$ cat src/rtl/ranging_sequencer_if.sv
// Handshake bundle between the ranging sequencer and its host: run control, raw
// echo in, trigger out and the distance/valid/timeout result.
interface ranging_sequencer_if #(
    parameter int DIST_W = 16
);
    logic              enable;
    logic              echo;
    logic              trig;
    logic [DIST_W-1:0] distance;
    logic              dist_valid;
    logic              timeout;
    logic              busy;

    modport master (
        output enable, echo,
        input  trig, distance, dist_valid, timeout, busy
    );

    modport slave (
        input  enable, echo,
        output trig, distance, dist_valid, timeout, busy
    );
endinterface

$ cat src/rtl/ranging_sequencer.sv
// Ultrasonic ranging controller: trigger pulse, echo wait, echo timing in whole
// centimetres, then hold-off until the next fixed measurement slot.
module ranging_sequencer #(
    parameter int TRIG_CYCLES         = 500,
    parameter int ECHO_TIMEOUT_CYCLES = 1500000,
    parameter int PERIOD_CYCLES       = 3000000,
    parameter int CYCLES_PER_CM       = 2900,
    parameter int DIST_W              = 16
) (
    input logic                clock,
    input logic                resetn,
    ranging_sequencer_if.slave bus
);
    localparam int TRIG_W = (TRIG_CYCLES > 1) ? $clog2(TRIG_CYCLES) : 1;
    localparam int TO_W   = (ECHO_TIMEOUT_CYCLES > 1) ? $clog2(ECHO_TIMEOUT_CYCLES) : 1;
    localparam int PER_W  = (PERIOD_CYCLES > 1) ? $clog2(PERIOD_CYCLES) : 1;
    localparam int SUB_W  = (CYCLES_PER_CM > 1) ? $clog2(CYCLES_PER_CM) : 1;

    localparam logic [TRIG_W-1:0] TRIG_LAST = TRIG_W'(TRIG_CYCLES - 1);
    localparam logic [TO_W-1:0]   TO_LAST   = TO_W'(ECHO_TIMEOUT_CYCLES - 1);
    localparam logic [PER_W-1:0]  PER_LAST  = PER_W'(PERIOD_CYCLES - 1);
    localparam logic [SUB_W-1:0]  SUB_LAST  = SUB_W'(CYCLES_PER_CM - 1);
    localparam logic [DIST_W-1:0] CM_MAX    = '1;

    typedef enum logic [2:0] {
        IDLE,
        TRIG,
        WAIT_RISE,
        MEASURE,
        HOLDOFF
    } state_t;

    state_t              state_reg;
    logic                echo_m_reg;
    logic                echo_s_reg;
    logic                echo_d_reg;
    logic [TRIG_W-1:0]   trig_cnt_reg;
    logic [TO_W-1:0]     timeout_cnt_reg;
    logic [PER_W-1:0]    period_cnt_reg;
    logic [SUB_W-1:0]    sub_cnt_reg;
    logic [DIST_W-1:0]   cm_cnt_reg;
    logic                trig_reg;
    logic [DIST_W-1:0]   distance_reg;
    logic                dist_valid_reg;
    logic                timeout_reg;
    logic                busy_reg;

    logic echo_rise;
    logic echo_fall;

    assign echo_rise = echo_s_reg & ~echo_d_reg;
    assign echo_fall = ~echo_s_reg & echo_d_reg;

    assign bus.trig       = trig_reg;
    assign bus.distance   = distance_reg;
    assign bus.dist_valid = dist_valid_reg;
    assign bus.timeout    = timeout_reg;
    assign bus.busy       = busy_reg;

    always_ff @(posedge clock) begin
        if (!resetn) begin
            state_reg       <= IDLE;
            echo_m_reg      <= 1'b0;
            echo_s_reg      <= 1'b0;
            echo_d_reg      <= 1'b0;
            trig_cnt_reg    <= '0;
            timeout_cnt_reg <= '0;
            period_cnt_reg  <= '0;
            sub_cnt_reg     <= '0;
            cm_cnt_reg      <= '0;
            trig_reg        <= 1'b0;
            distance_reg    <= '0;
            dist_valid_reg  <= 1'b0;
            timeout_reg     <= 1'b0;
            busy_reg        <= 1'b0;
        end else begin
            echo_m_reg     <= bus.echo;
            echo_s_reg     <= echo_m_reg;
            echo_d_reg     <= echo_s_reg;
            dist_valid_reg <= 1'b0;
            timeout_reg    <= 1'b0;

            // Slot timer runs from trigger entry; later assignments below restart it.
            if (state_reg != IDLE && period_cnt_reg != PER_LAST) begin
                period_cnt_reg <= period_cnt_reg + 1'b1;
            end

            case (state_reg)
                IDLE: begin
                    if (bus.enable) begin
                        state_reg      <= TRIG;
                        trig_reg       <= 1'b1;
                        trig_cnt_reg   <= '0;
                        period_cnt_reg <= '0;
                        busy_reg       <= 1'b1;
                    end
                end
                TRIG: begin
                    if (trig_cnt_reg == TRIG_LAST) begin
                        state_reg       <= WAIT_RISE;
                        trig_reg        <= 1'b0;
                        timeout_cnt_reg <= '0;
                    end else begin
                        trig_cnt_reg <= trig_cnt_reg + 1'b1;
                    end
                end
                WAIT_RISE: begin
                    if (timeout_cnt_reg == TO_LAST) begin
                        timeout_reg <= 1'b1;
                        state_reg   <= HOLDOFF;
                    end else begin
                        timeout_cnt_reg <= timeout_cnt_reg + 1'b1;
                        if (echo_rise) begin
                            // The rise cycle already has echo_s high, so it counts.
                            state_reg   <= MEASURE;
                            sub_cnt_reg <= SUB_W'(1);
                            cm_cnt_reg  <= '0;
                        end
                    end
                end
                MEASURE: begin
                    if (echo_fall) begin
                        distance_reg   <= cm_cnt_reg;
                        dist_valid_reg <= 1'b1;
                        state_reg      <= HOLDOFF;
                    end else if (timeout_cnt_reg == TO_LAST) begin
                        timeout_reg <= 1'b1;
                        state_reg   <= HOLDOFF;
                    end else begin
                        timeout_cnt_reg <= timeout_cnt_reg + 1'b1;
                        if (echo_s_reg) begin
                            if (sub_cnt_reg == SUB_LAST) begin
                                sub_cnt_reg <= '0;
                                if (cm_cnt_reg != CM_MAX) begin
                                    cm_cnt_reg <= cm_cnt_reg + 1'b1;
                                end
                            end else begin
                                sub_cnt_reg <= sub_cnt_reg + 1'b1;
                            end
                        end
                    end
                end
                HOLDOFF: begin
                    // A stuck-high echo keeps us here so the sensor is never retriggered mid-echo.
                    if (period_cnt_reg == PER_LAST && !echo_s_reg) begin
                        if (bus.enable) begin
                            state_reg      <= TRIG;
                            trig_reg       <= 1'b1;
                            trig_cnt_reg   <= '0;
                            period_cnt_reg <= '0;
                        end else begin
                            state_reg <= IDLE;
                            busy_reg  <= 1'b0;
                        end
                    end
                end
                default: begin
                    state_reg <= IDLE;
                    trig_reg  <= 1'b0;
                    busy_reg  <= 1'b0;
                end
            endcase
        end
    end
endmodule

$ cat src/flat_wrapper.sv
// flat-port wrapper written by rule: the top's interface ports become plain ports
module ranging_sequencer_flat 
#(
    parameter int TRIG_CYCLES         = 500,
    parameter int ECHO_TIMEOUT_CYCLES = 1500000,
    parameter int PERIOD_CYCLES       = 3000000,
    parameter int CYCLES_PER_CM       = 2900,
    parameter int DIST_W              = 16
)
  (clock, resetn, bus_enable, bus_echo, bus_trig, bus_distance, bus_dist_valid, bus_timeout, bus_busy);
  ranging_sequencer_if #(.DIST_W(DIST_W)) bus_i ();
  input logic clock;
  input logic resetn;
  input wire logic [$bits(bus_i.enable)-1:0] bus_enable;
  input wire logic [$bits(bus_i.echo)-1:0] bus_echo;
  output wire logic [$bits(bus_i.trig)-1:0] bus_trig;
  output wire logic [$bits(bus_i.distance)-1:0] bus_distance;
  output wire logic [$bits(bus_i.dist_valid)-1:0] bus_dist_valid;
  output wire logic [$bits(bus_i.timeout)-1:0] bus_timeout;
  output wire logic [$bits(bus_i.busy)-1:0] bus_busy;
  assign bus_i.enable = bus_enable;
  assign bus_i.echo = bus_echo;
  assign bus_trig = bus_i.trig;
  assign bus_distance = bus_i.distance;
  assign bus_dist_valid = bus_i.dist_valid;
  assign bus_timeout = bus_i.timeout;
  assign bus_busy = bus_i.busy;
  ranging_sequencer #(.TRIG_CYCLES(TRIG_CYCLES), .ECHO_TIMEOUT_CYCLES(ECHO_TIMEOUT_CYCLES), .PERIOD_CYCLES(PERIOD_CYCLES), .CYCLES_PER_CM(CYCLES_PER_CM), .DIST_W(DIST_W)) u_core (.clock(clock), .resetn(resetn), .bus(bus_i));
endmodule
$ cat config.mk
export PLATFORM = sky130hd
export DESIGN_NAME = ranging_sequencer_flat
export DESIGN_NICKNAME = d
export VERILOG_FILES = /design/src/rtl/ranging_sequencer_if.sv /design/src/rtl/ranging_sequencer.sv /design/src/flat_wrapper.sv
export SDC_FILE = /design/constraint.sdc
export NUM_CORES = 1
export LEC_CHECK = 0
export ABC_AREA = 1
export ABC_CLOCK_PERIOD_IN_PS = 2400
export CAP_MARGIN = 20
export CORE_ASPECT_RATIO = 0.75
export CORE_MARGIN = 2
export CORE_UTILIZATION = 25
export DETAILED_ROUTE_END_ITERATION = 16
export PLACE_DENSITY = 0.52
export SYNTH_ARGS = -nofsm -noshare
export SYNTH_HDL_FRONTEND = slang
export SYNTH_SLANG_ARGS = --single-unit
$ cat constraint.sdc
create_clock -name clock -period 2.4 [get_ports clock]
set_input_delay 0.24 -clock clock [delete_from_list [all_inputs] [get_ports clock]]
set_output_delay 0.24 -clock clock [all_outputs]
set_load 0.02 [all_outputs]
---- Word level (Yosys, flattened, before mapping) ----
Index checks and enable logic that the tools add are counted.
Widths: inputs -> output; s select.
storage, ports and cells
  flip-flop bits (word level) ............. 106
  bits of input ports ..................... 4
  output and inout bits ................... 20
  logic and storage cells ................. 116
operators by class
  $add $sub $neg .......................... 5
  equal/unequal tests ..................... 24
  mux-type cells .......................... 48
  bitwise gates (word level) .............. 6
  reduce and logical (&&, ||, !) cells .... 19
operator list
  cell                   number
  $mux 16                7
  $mux 12                6
  $mux 22                3
  $mux 21                3
  $pmux 21 s3            1
  $pmux 22 s2            1
  $pmux 16 s2            1
  $mux 9                 3
  $pmux 9 s3             1
  $pmux 12 s2            1
  $add 22x1->22 const B  1
  $eq 22x22->1 const B   1
  $ne 22x22->1 const B   1
  $add 21x1->21 const B  1
  $eq 21x21->1 const B   1
  $mux 3                 7
  $add 16x1->16 const B  1
  $ne 16x16->1 const B   1
  $pmux 3 s5             1
  $add 12x1->12 const B  1
  $eq 12x12->1 const B   1
  $ne 2x1->1 const B     6
  $ne 2x2->1 const B     6
  $mux 1                 10
  other kinds (24)       36

---- Logic depth before layout (Yosys ltp) ----
Gate-level depths: netlist (run 1).
  depth after elaboration ................. 7
  mapped depth ............................ 14
  gate-level depth less buffers ........... 14

---- Least setup slack after synthesis (run 1) ----
No wires, ideal clock.
  kind .................................... reg-to-reg
  from .................................... reg u_core.period_cnt_reg[0]
  to ...................................... reg u_core.period_cnt_reg[12]
  arrival time ............................ 1667 ps
  required time ........................... 2275 ps
  setup slack ............................. 607 ps
  cell stages (with the launch flop) ...... 12
  path buffers ............................ 1
  clock period less this slack ............ 1793 ps
  path through ............................ dfxtp_1 ha_1 nand2_1 nor2_4 nand2_1 nor2_1 nand3_1 nand2_2 inv_2 o21ai_4 buf_6 a21oi_1
between the ends
  longest elaborated chain between the ends .. 6
  elaborated cells between the ends (all ways) .. 9
  classes of those cells .................. 1 x add/sub; 2 x eq/ne; 4 x mux; 2 x reduce/logical
RTL lines
  item                                                                   line                     RTL
  start, declared                                                        ranging_sequencer.sv:39  logic [PER_W-1:0] period_cnt_reg;
  start signal, assigned                                                 ranging_sequencer.sv:85  period_cnt_reg <= period_cnt_reg + 1'b1;
  parallel branches: the longest is 5 deep, another holds $add 22x1->22  -
  $pmux 22 s2 *                                                          ranging_sequencer.sv:88  case (state_reg)
Every way passes the cells marked *.
A chain may end at the register's enable or synchronous reset.

---- Final worst setup path (run 1) ----
  from .................................... reg u_core.timeout_cnt_reg[0]
  to ...................................... reg u_core.cm_cnt_reg[1]
between the ends
  longest elaborated chain between the ends .. 3
  elaborated cells between the ends (all ways) .. 4
  classes of those cells .................. 3 x eq/ne; 1 x reduce/logical
RTL lines
  item                          line                                                RTL
  start, declared               ranging_sequencer.sv:38                             logic [TO_W-1:0] timeout_cnt_reg;
  start signal, assigned        ranging_sequencer.sv:112                            timeout_cnt_reg <= timeout_cnt_reg + 1'b1;
  start signal, assigned        ranging_sequencer.sv:130                            timeout_cnt_reg <= timeout_cnt_reg + 1'b1;
  $eq 21x21->1 *                ranging_sequencer.sv:108, ranging_sequencer.sv:126
  $ne 2x2->1 (no line)          -
  $reduce_and 8->1 (no line) *  -
  end signal, assigned          ranging_sequencer.sv:135                            cm_cnt_reg <= cm_cnt_reg + 1'b1;
  end, declared                 ranging_sequencer.sv:41                             logic [DIST_W-1:0] cm_cnt_reg;
Every way passes the cells marked *; elsewhere a longest branch is shown, timed or not.

==> results of run 1 <==
worst min-delay path: cells and delay by family, from the launching register on:
kind          cells  cell delay [ns]
flops             1             0.32
simple gates      1             0.05
buf+inv           1             0.03
cells by family (layout without fill, tap and decap cells):
family                     Yosys count  count (layout)  synth area share, %
AOI/OAI and AO/OA                  103             103                10.39
xor gates and xnor gates            41              41                6.087
adders and majority gates            5               5                1.060
buffers and inverters              118             144                9.014
DFF                                106             106                35.97
and+or+nand+nor                    497             497                37.48
layer usage:
layer | track usage [%] | part of all wire, % | vias up
met4 | 2.981 | 1.0 | 0
li1 | - | - | 2825
met1 | 17.96 | 55 | 2411
met5 | 0 | 0 | -
met3 | 2.422 | 3.5 | 9
met2 | 17.45 | 41 | 77
stage by stage:
step                      cell area (um2)  setup slack [ns]  power [mW]  hold slack (ns)
after detailed placement             6422            0.3151       3.352           0.4255
after floorplan                      5899            0.6075       3.097           0.3376
after global placement               6422            0.3920       3.358           0.4189
after CTS                            6721            0.3106       4.905           0.4335
final                                6721            0.2988       4.837           0.4248
after global routing                 6721           0.05095       5.163           0.4418
where the power goes:
group / switching (mW) / total, mW / internal [mW]
clock network: 0.716 / 1.53 / 0.818
logic: 0.894 / 1.28 / 0.387
registers: 0.144 / 2.02 / 1.88
total: 1.75 / 4.84 / 3.08
cell type report:
class                           count  area (um2)
Clock inverter                      7       73.82
Tap cell                          300       375.4
Multi-Input combinational cell    646        3246
Sequential cell                   106        2122
Clock buffer                        9       225.2
Inverter                           94       366.6
Timing Repair Buffer               34       312.8
Fill cell                        2563       16340
cell usage after synthesis (all sizes together) (2+ instances only):
cell,n
nor3,33
nand3b,2
nand3,49
buf,15
o21ai,46
nor4,3
inv,92
xor2,31
or2,3
nand4,24
nand2,211
ha,5
clkinv,2
xnor2,10
clkbuf,9
a21oi,52
dfxtp,106
a211oi,3
nor2,170
final timing paths:
check	slack [ns]	end	cells past startpoint	from
worst min-delay path	0.42	u_core.echo_d_reg	2	u_core.echo_s_reg
worst max register to register	0.30	u_core.cm_cnt_reg[1]	10	u_core.timeout_cnt_reg[0]
worst max-delay path	0.30	u_core.cm_cnt_reg[1]	10	u_core.timeout_cnt_reg[0]
worst min register to register	0.42	u_core.echo_d_reg	2	u_core.echo_s_reg
==> metrics.md, run 1 <==
| Metric | Value |
|---|---|
| Flip-flop count of the largest register after layout | 22 |
| Cell count after synthesis | 870 |
| Period utilization | 87.55% |
| Critical-path top delay cell | dfxtp_1 |
| WS Path Type | reg2reg |
| Grt ovf | 0 |
| Least-Margin Pin Slew | 0.7361 ns |
| Reg clk slew, reported paths | 0.08 ns |
| Number of synthesized flops with an enable pin | 0 |
| Crit path capture type | flip-flop |
| I/O Pins | 24 |
| Setup violations, final | 0 |
| CTS buffer count | 9 |
| Post-Route Skew | 0.01881 ns |
| Synth top area cells | dfxtp_1, nand2_1, nor2_1 |
| Port Buffers | 23 |
| DR pass1 iterations | 5 |
| Post-synthesis async set-or-reset flop share | 0% |
| Synth warn | 0 |
| Delay-heaviest family, CP | simple AND/OR/NAND/NOR gates |
| Syn Nets | 879 |
| Fin util | 29.15% |
| Cell Chain, Critical Path | ha_1, nand3_2, nor2_4, nand3_2, nand2_4, inv_4, nand2_8, inv_6, o21ai_0, nor2_1 |
| Avg Inst Size Synth | 6.781 um2 |
| Synthesis-to-layout area growth | 13.93% |
| Main flop type after synthesis | dfxtp_1 |
| #FFs+latches synth | 106 |
| Slew headroom | 50.87% |
| Worst Setup Start Kind | flip-flop |
| Max Clock Freq | 475.9 MHz |
| Dpl hpwl | 10.47 mm |
| Fin crit period | 2.101 ns |
| Hold buffers post-CTS | 0 |
| Placeable Area | 23060 um2 |
| Max Buffers Root-to-Sink | 2 |
| Clk_lat worst skew | 0.36 ns |
| WP data arrival | 2.34 ns |
| Starting Density | 25.58% |
| DRC | 0 |
| # diodes | 0 |
| Vias per cell | 4.450 |
| Commonest non-fill, non-tap cells in the layout | nand2_1, nor2_1, dfxtp_1 |
| Status | finished clean |
| Syn Std Cell Area | 5899 um2 |
| Hold Violations, Final | 0 |
| First-pass GRT wire length | 24.24 mm |
| TritonCTS clock tree | built |
| Pwr/cell area | 719.6 nW/um2 |
| Vias in the first global route | 4735 |
| Worst-path maximum fanout | 16 |
| Initial antenna violation count | 0 |
| VDD IR max | 0.0003667 V |
| DR WL/cell | 11.88 um |
| Dpl cells | 1180 |
| Req. time, crit path | 2.64 ns |
| Leakage | 2.302 nW |
| Via count | 5322 |
| Final nets | 900 |
| Max stage delay on crit path | 0.44 ns |
| Die ar. | 24860 um2 |
| Max cap viols | 0 |
| Number of H-tree levels | 3 |
| CP most frequent cell | nand3_2 |
| Num Clock Sinks | 106 |
| Die W | 181.4 um |
| Root buf cell | clkbuf_16 |
| Final ANT Viol Nets | 0 |
| PostCTS Resize Cnt | 0 |
| RSZ-0062 raised after global routing | no |
| GRT Total Usage | 12.02% |
| Num rows | 48 |
| TNS Setup | 0 ns |
| Hold crit path type | reg2reg |
| Setup Fix Bufs, Post-CTS | 0 |
| Cell taking the most area after synthesis | dfxtp_1 |
| Yosys top cell area share | 35.97% |
| WP buf/inv | 2 |
| Register area share after synthesis | 35.97% |
| Largest net degree at the start of global routing | 32 |
| Commonest non-fill, non-tap cell in the layout | nand2_1 |
| Fin cells | 1196 |
| Layout cells sized above 1 | 9.598% |
| Final Max Tran Viols | 0 |
| Netlist cell types | 47 |
| Final WL | 14.21 mm |
| Final RePlAce weighted congestion | 0.8542 |
| Die height | 137.0 um |
| Number of DRC markers in iteration 0 | 414 |
Power figures use the tool's default switching activity.
==> run 2, diff against run 1 <==
--- a/config.mk
+++ b/config.mk
@@ -11,6 +11,7 @@
 export CORE_ASPECT_RATIO = 0.75
 export CORE_MARGIN = 2
 export CORE_UTILIZATION = 25
+export CTS_BUF_LIST = sky130_fd_sc_hd__clkbuf_8
 export DETAILED_ROUTE_END_ITERATION = 16
 export PLACE_DENSITY = 0.52
 export SYNTH_ARGS = -nofsm -noshare
==> metrics.md, run 2 (synthesized netlist as in run 1, its figures left out) <==
| Metric | Value |
|---|---|
| Final WL | 14.14 mm (-0.45%) |
| Req. time, crit path | 2.72 ns (+0.08 ns) |
| Grt ovf | 0 (unchanged) |
| Layout cells sized above 1 | 9.598% (unchanged) |
| Hold_ws | 0.4111 ns (-0.01366 ns) |
| Commonest non-fill, non-tap cells in the layout | nand2_1, nor2_1, dfxtp_1 |
| Fin cells | 1196 (unchanged) |
| # diodes | 0 (unchanged) |
| TNS Setup | 0 ns (unchanged) |
| Setup violations, final | 0 (unchanged) |
| Die height | 137.0 um (unchanged) |
| Vias in the first global route | 4738 (+0.063%) |
| Period utilization | 87.97% (+0.42 points) |
| Max layer used | met4 |
| Met1 wire length | 7.801 mm (+0.39%) |
| Number of H-tree levels | 3 (unchanged) |
| Final ANT Viol Nets | 0 (unchanged) |
| First-pass GRT wire length | 24.19 mm (-0.20%) |
| WS Path Type | reg2reg |
| DR WL met2 | 5.774 mm (-0.29%) |
| Vias per cell | 4.398 (-1.2%) |
| Placeable Area | 23060 um2 (unchanged) |
| GRT Total Usage | 11.96% (-0.056 points) |
| Worst Setup Start Kind | flip-flop |
| Hold Violations, Final | 0 (unchanged) |
| Fin crit period | 2.111 ns (+0.01016 ns) |
| Post-Route Skew | 0.02146 ns (+0.002642 ns) |
| WP data arrival | 2.43 ns (+0.09 ns) |
| Filler instances | 2570 (+0.27%) |
| Starting Density | 25.58% (unchanged) |
| Hold buffers post-CTS | 0 (unchanged) |
| Max cap viols | 0 (unchanged) |
| Fin util | 28.71% (-0.44 points) |
| Worst-path maximum fanout | 13 (-3) |
| Die ar. | 24860 um2 (unchanged) |
| Sw Ratio | 38.17% (+1.9 points) |
| Max Clock Freq | 473.6 MHz (-0.48%) |
| DRC | 0 (unchanged) |
| Leakage | 2.255 nW (-2.0%) |
| Slew headroom | 51.89% (+1.0 points) |
| Met3 wire length | 414 um (-17%) |
| Dpl cells | 1180 (unchanged) |
| Least-Margin Pin Slew | 0.7208 ns (-0.01524 ns) |
| Hold crit path type | in2reg |
| Max Buffers Root-to-Sink | 2 (unchanged) |
| Reg clk slew, reported paths | 0.11 ns (+0.03 ns) |
| Status | finished clean |
| Sequential power share | 45.3% (+3.5 points) |
| Setup Fix Bufs, Post-CTS | 0 (unchanged) |
| CTS buffer count | 9 (unchanged) |
| I/O Pins | 24 (unchanged) |
| Logic pwr share | 28.8% (+2.3 points) |
| PostCTS Resize Cnt | 0 (unchanged) |
| Pwr/cell area | 673.2 nW/um2 (-6.4%) |
| Crit path capture type | flip-flop |
| Die W | 181.4 um (unchanged) |
| Port Buffers | 23 (unchanged) |
| Clk network pwr share | 25.9% (-5.8 points) |
| Commonest non-fill, non-tap cell in the layout | nand2_1 |
| Flip-flop count of the largest register after layout | 22 (unchanged) |
| Clk_lat worst skew | 0.39 ns (+0.03 ns) |
| Reg2reg setup slack | 0.29 ns (about the same) |
| VDD IR max | 0.0002793 V (-24%) |
| DR pass1 iterations | 4 (-1) |
| Root buf cell | clkbuf_8 |
| Synthesis-to-layout area growth | 12.22% |
| Final Max Tran Viols | 0 (unchanged) |
| Num rows | 48 (unchanged) |
| Via count | 5260 (-1.2%) |
| Int Pwr | 2.756 mW (-11%) |
| Number of DRC markers in iteration 0 | 466 (+13%) |
| RSZ-0062 raised after global routing | no |
| TritonCTS clock tree | built |
| DR WL/cell | 11.82 um (-0.45%) |
| Switching pwr | 1.701 mW (-3.0%) |
| Num Clock Sinks | 106 (unchanged) |
| Initial antenna violation count | 0 (unchanged) |
| Final nets | 900 (unchanged) |
| Dpl hpwl | 10.47 mm (unchanged) |
| Final RePlAce weighted congestion | 0.8542 (unchanged) |
| Largest net degree at the start of global routing | 32 (unchanged) |
## run 2: cell types whose count changed in the layout (fill, tap and decap cells not counted)
cell / previous run / this run
clkbuf_16: 9 / 0
clkbuf_8: 0 / 9
## run 2: through the flow
stage | instance area (um2) | worst slack [ns] | total power [mW]
after global placement | 6422 | 0.3920 | 3.358
after floorplan | 5899 | 0.6075 | 3.097
final | 6620 | 0.2887 | 4.457
after CTS | 6620 | 0.2798 | 4.530
after detailed placement | 6422 | 0.3151 | 3.352
after global routing | 6620 | 0.03974 | 4.792
## run 2: critical path, stage by stage, from the launching register on
cell	delay, ns
dfxtp_1	0.45
ha_1	0.27
nand3_2	0.19
nor2_4	0.18
nand3_2	0.15
nand2_4	0.17
inv_4	0.11
nand2_1	0.08
nand2_2	0.11
inv_2	0.13
o21ai_1	0.07
a21oi_1	0.13
## run 2: final timing paths
check,start,end,cells after the start
hold reg to reg,u_core.echo_s_reg,u_core.echo_d_reg,2
setup reg to reg,u_core.timeout_cnt_reg[0],u_core.sub_cnt_reg[5],11
setup / recovery,u_core.timeout_cnt_reg[0],u_core.sub_cnt_reg[5],11
hold / removal,bus_echo,u_core.echo_m_reg,3
## run 2: routing by layer
layer	GRT usage, %	vias up
met3	2.262	12
li1	-	2823
met1	17.95	2363
met5	0	-
met2	17.45	62
met4	2.846	0
## run 2: cell type report
| cell class | count | area (um2) | area share, % |
|---|---|---|---|
| timing repair buffer | 34 | 312.8 | 4.725 |
| clock buffer | 9 | 123.9 | 1.871 |
| clock inverter | 7 | 73.82 | 1.115 |
| sequential | 106 | 2122 | 32.05 |
| tap | 300 | 375.4 | 5.670 |
| multi-input combinational | 646 | 3246 | 49.03 |
| inverter | 94 | 366.6 | 5.538 |
## run 2: power groups by stage
stage / clock, mW / sequential, mW / combinational, mW
after floorplan: 0 / 2.04 / 1.06
after CTS: 1.21 / 2.02 / 1.30
after global placement: 0 / 2.06 / 1.30
after global routing: 1.28 / 2.04 / 1.47
final: 1.15 / 2.02 / 1.28
after detailed placement: 0 / 2.06 / 1.29
